File: src/rtl/mod_n_counter.sv
// Parametrised modulo-N up/down counter with parallel load, wrap strobe and
// a one-shot mode that stops at the terminal value and raises a sticky done.
module mod_n_counter #(
   parameter int unsigned     WIDTH     = 8,
   parameter longint unsigned MODULUS   = 256,
   parameter longint unsigned RESET_VAL = 0
) (
   input  logic             clk,
   input  logic             rst,
   input  logic             start,
   input  logic             up_down,
   input  logic             one_shot,
   input  logic             load,
   input  logic [WIDTH-1:0] load_value,
   output logic [WIDTH-1:0] counter_output,
   output logic             wrap,
   output logic             done
);

   localparam logic [WIDTH-1:0] MAX_VAL = WIDTH'(MODULUS - 64'd1);
   localparam logic [WIDTH-1:0] RST_VAL = WIDTH'(RESET_VAL);
   localparam logic [WIDTH:0]   MOD_EXT = (WIDTH+1)'(MODULUS);

   logic [WIDTH-1:0] r_count;
   logic             r_wrap;
   logic             r_done;

   logic [WIDTH-1:0] w_clamped;
   logic [WIDTH-1:0] w_term;
   logic [WIDTH-1:0] w_step;
   logic             w_at_term;
   logic [WIDTH-1:0] w_next_count;
   logic             w_next_wrap;
   logic             w_next_done;

   // Out-of-range loads saturate to the top of the count range.
   assign w_clamped = ({1'b0, load_value} < MOD_EXT) ? load_value : MAX_VAL;
   assign w_term    = up_down ? MAX_VAL : '0;
   assign w_at_term = (r_count == w_term);
   assign w_step    = up_down ? (r_count + WIDTH'(1)) : (r_count - WIDTH'(1));

   // Wrap is decided by comparison with the terminal value, so non-power-of-two
   // moduli never rely on natural overflow of the register width.
   always_comb begin
      w_next_count = r_count;
      w_next_wrap  = 1'b0;
      w_next_done  = r_done;
      if (load) begin
         w_next_count = w_clamped;
         w_next_done  = 1'b0;
      end else if (start && !r_done) begin
         if (one_shot) begin
            if (!w_at_term) begin
               w_next_count = w_step;
            end
            w_next_done = w_at_term || (w_step == w_term);
         end else if (w_at_term) begin
            w_next_count = up_down ? '0 : MAX_VAL;
            w_next_wrap  = 1'b1;
         end else begin
            w_next_count = w_step;
         end
      end
   end

   always_ff @(posedge clk) begin
      if (rst) begin
         r_count <= RST_VAL;
         r_wrap  <= 1'b0;
         r_done  <= 1'b0;
      end else begin
         r_count <= w_next_count;
         r_wrap  <= w_next_wrap;
         r_done  <= w_next_done;
      end
   end

   assign counter_output = r_count;
   assign wrap           = r_wrap;
   assign done           = r_done;

endmodule

File: config.mk
export PLATFORM = sky130hd
export DESIGN_NAME = mod_n_counter
export DESIGN_NICKNAME = d
export VERILOG_FILES = /design/src/rtl/mod_n_counter.sv
export SDC_FILE = /design/constraint.sdc
export NUM_CORES = 1
export LEC_CHECK = 0
export ABC_AREA = 0
export CORE_UTILIZATION = 44
export CTS_CLUSTER_SIZE = 28
export DETAILED_ROUTE_END_ITERATION = 8
export GPL_TIMING_DRIVEN = 0
export PLACE_DENSITY = 0.73
export SETUP_SLACK_MARGIN = 0.4
export SLEW_MARGIN = 20
export SYNTH_ARGS = -nofsm -noshare
export SYNTH_HDL_FRONTEND = slang
export SYNTH_SLANG_ARGS = --single-unit
File: constraint.sdc
create_clock -name clk -period 5 [get_ports clk]
set_input_delay 1 -clock clk [delete_from_list [all_inputs] [get_ports clk]]
set_output_delay 1 -clock clk [all_outputs]
set_load 0.1 [all_outputs]
==> metrics.csv <==
metric,value,unit
status,"complete, no violations",
fmax,282.2,MHz
synth_commonest_cells,"nand2_1, dfxtp_1, o21ai_0, a21oi_1",
netlist-cell-type-count,45,
cts.clk_slew.worst_paths,0.06,ns
ioPinCount,24,
synth.area.top_cells,"dfxtp_1, ha_1, nand2_1",
fin_nets,166,
internal-power,165.7,µW
tightest_slew,0.9706,ns
grt_pass1_wl,4160,µm
worstSetupPathType,in -> reg,
ant_nets,0,
p_clk_share,18.9,%
syn_nets,140,
wire_per_inst,13.84,µm
syn-mean-instance-area,7.928,µm²
grt_use_total,22.13,%
worstPathArrival,3.74,ns
fin_crit_sh,70.88,%
post_cts_resized,0,
die_w,48.31,µm
gp_congestion,0.9134,
clock_skew,0.002252,ns
final_cell_area,0.001210,mm²
place_inst,167,
route.vias.total,989,
critical_path.startpoint_type,input port,
initial_utilization,47.60,%
port_buffers,21,
drc,0,
worstSkewPairLatency,0.27,ns
peakVddDrop,0.1796,mV
grt_overflow,0,
ys_seq_elements,10,
drt_iter0_markers,29,
final-max-slew-violation-count,0,
synth_area,943.4,µm²
switchingPower,131.1,µW
syn_inst,119,
die-area,0.002333,mm²
hold_path_class,reg -> reg,
antenna_cells,0,
required,5.20,ns
cts_setup_buffers,0,
reg2reg_slack,2.72,ns
drt_pass1_iterations,4,
hold_violations,0,
ys_seq_area_share,21.22,%
crit_fanout,10,
hpwl,1840,µm
cts.sinks,10,
worstSetupEndpointType,flip-flop,
seqPwrFrac,31.0,%
numCtsBuffers,3,
p_per_area,245.3,mW/mm²
routed_wl,2352,µm
hold_depth,2,
synth_ff_type,dfxtp_1,
cts.htree.levels,1,
antenna_found_initial,0,
fin_util,61.05,%
slew_headroom,35.09,%
rows,16,
leakage,0.4708,nW
post_dp_cell_area,0.001187,mm²
period_needed,3.544,ns
synth_edf_count,0,
rsz0062_at_grt,no,
yosys.area.top_type,dfxtp_1,
max_cap_violations,0,
ctsRootBufferMaster,clkbuf_4,
grt_max_degree,11,
clock_path_buffers,2,
async_flop_share,0,%
via_per_inst,5.818,
stdcell_count,170,
drive_gt1_share,8.392,%
cts_tree,done,
setup_viol,0,
power_frac_comb,50.1,%
area_growth_syn_to_layout,28.25,%
core-area,0.001982,mm²
hold_buffers,0,
die_h,48.31,µm
synth_top_area_share,21.22,%
rr_worst_depth,7,
first_global_vias,929,
tns,0,ns
yosysWarnings,0,
synthMostInstantiatedCell,nand2_1,
p_sw_share,44.16,%
-- through the flow --
stage | power (mW) | worst slack (ns) | hold slack (ns)
floorplan | 0.2032 | 1.962 | 0.9197
global placement | 0.2372 | 1.268 | 0.4923
detailed placement | 0.2410 | 1.185 | 0.5058
CTS | 0.2975 | 1.455 | 0.5149
global route | 0.3168 | 1.255 | 0.5356
finish | 0.2968 | 1.456 | 0.5088
-- worst paths after layout --
check                                  startpoint                 to
worst max register to register  counter_output[5]               done
worst min-delay path            counter_output[4]  counter_output[4]
worst min register to register  counter_output[4]  counter_output[4]
worst max-delay path                      up_down               done
-- sequential cells by signal (all words and copies together) (netlist names) --
register        cells
counter_output      8
done                1
wrap                1
-- cell families (layout without fill, tap and decap cells) --
family,Yosys count,in the layout,synth area share (%)
compound gates,44,44,34.61
buf+inv,10,34,4.111
fa+ha+maj,7,7,10.08
flops,10,10,21.22
simple gates,43,43,25.33
xor+xnor,5,5,4.643
-- layer usage --
metal | track usage [%] | part of all wire (%) | up-vias | wire length, µm
met2 | 35.92 | 47 | 24 | 1098
li1 | - | - | 500 | -
met5 | 0 | 0 | - | 0
met4 | 7.353 | 1.6 | 0 | 38
met1 | 30.83 | 49 | 458 | 1156
met3 | 1.887 | 2.5 | 7 | 59
-- power groups by stage --
stage	clock network (mW)	logic, mW	registers (mW)
2_1_floorplan	0	0.0719	0.131
3_3_place_gp	0	0.144	0.0934
3_5_place_dp	0	0.147	0.0937
4_1_cts	0.0574	0.148	0.0919
5_1_grt	0.0628	0.161	0.0928
6_report	0.0561	0.149	0.0919
-- area by class of cell --
class | instances | area, µm²
plain buffers | 4 | 16.27
clock buffers | 3 | 22.52
fillers | 166 | 772.0
inverters | 6 | 22.52
multi-input cells | 99 | 704.4
flip-flops and latches | 10 | 200.2
well taps | 27 | 33.78
repair buffers | 21 | 210.2
-- cell usage in the layout, fill, tap and decap left out, types with 4 or more instances in the layout --
| cell | Yosys | final |
|---|---|---|
| clkdlybuf4s50_1 | 0 | 21 |
| nand2_1 | 14 | 14 |
| dfxtp_1 | 10 | 10 |
| o21ai_0 | 9 | 9 |
| a21oi_1 | 7 | 7 |
| inv_1 | 6 | 6 |
| ha_1 | 6 | 6 |
| a31oi_1 | 5 | 5 |
| nor2_1 | 4 | 4 |
-- critical path, cell delays in order --
cell and delay (ns):
clkdlybuf4s50_1 0.51, buf_2 0.19, inv_1 0.14, ha_1 0.33, clkbuf_1 0.28, and3b_2 0.26
a2111oi_2 0.22, o311ai_0 0.31, or2_2 0.36, o221ai_2 0.15
No activity file was read; power rests on OpenSTA's default activity.
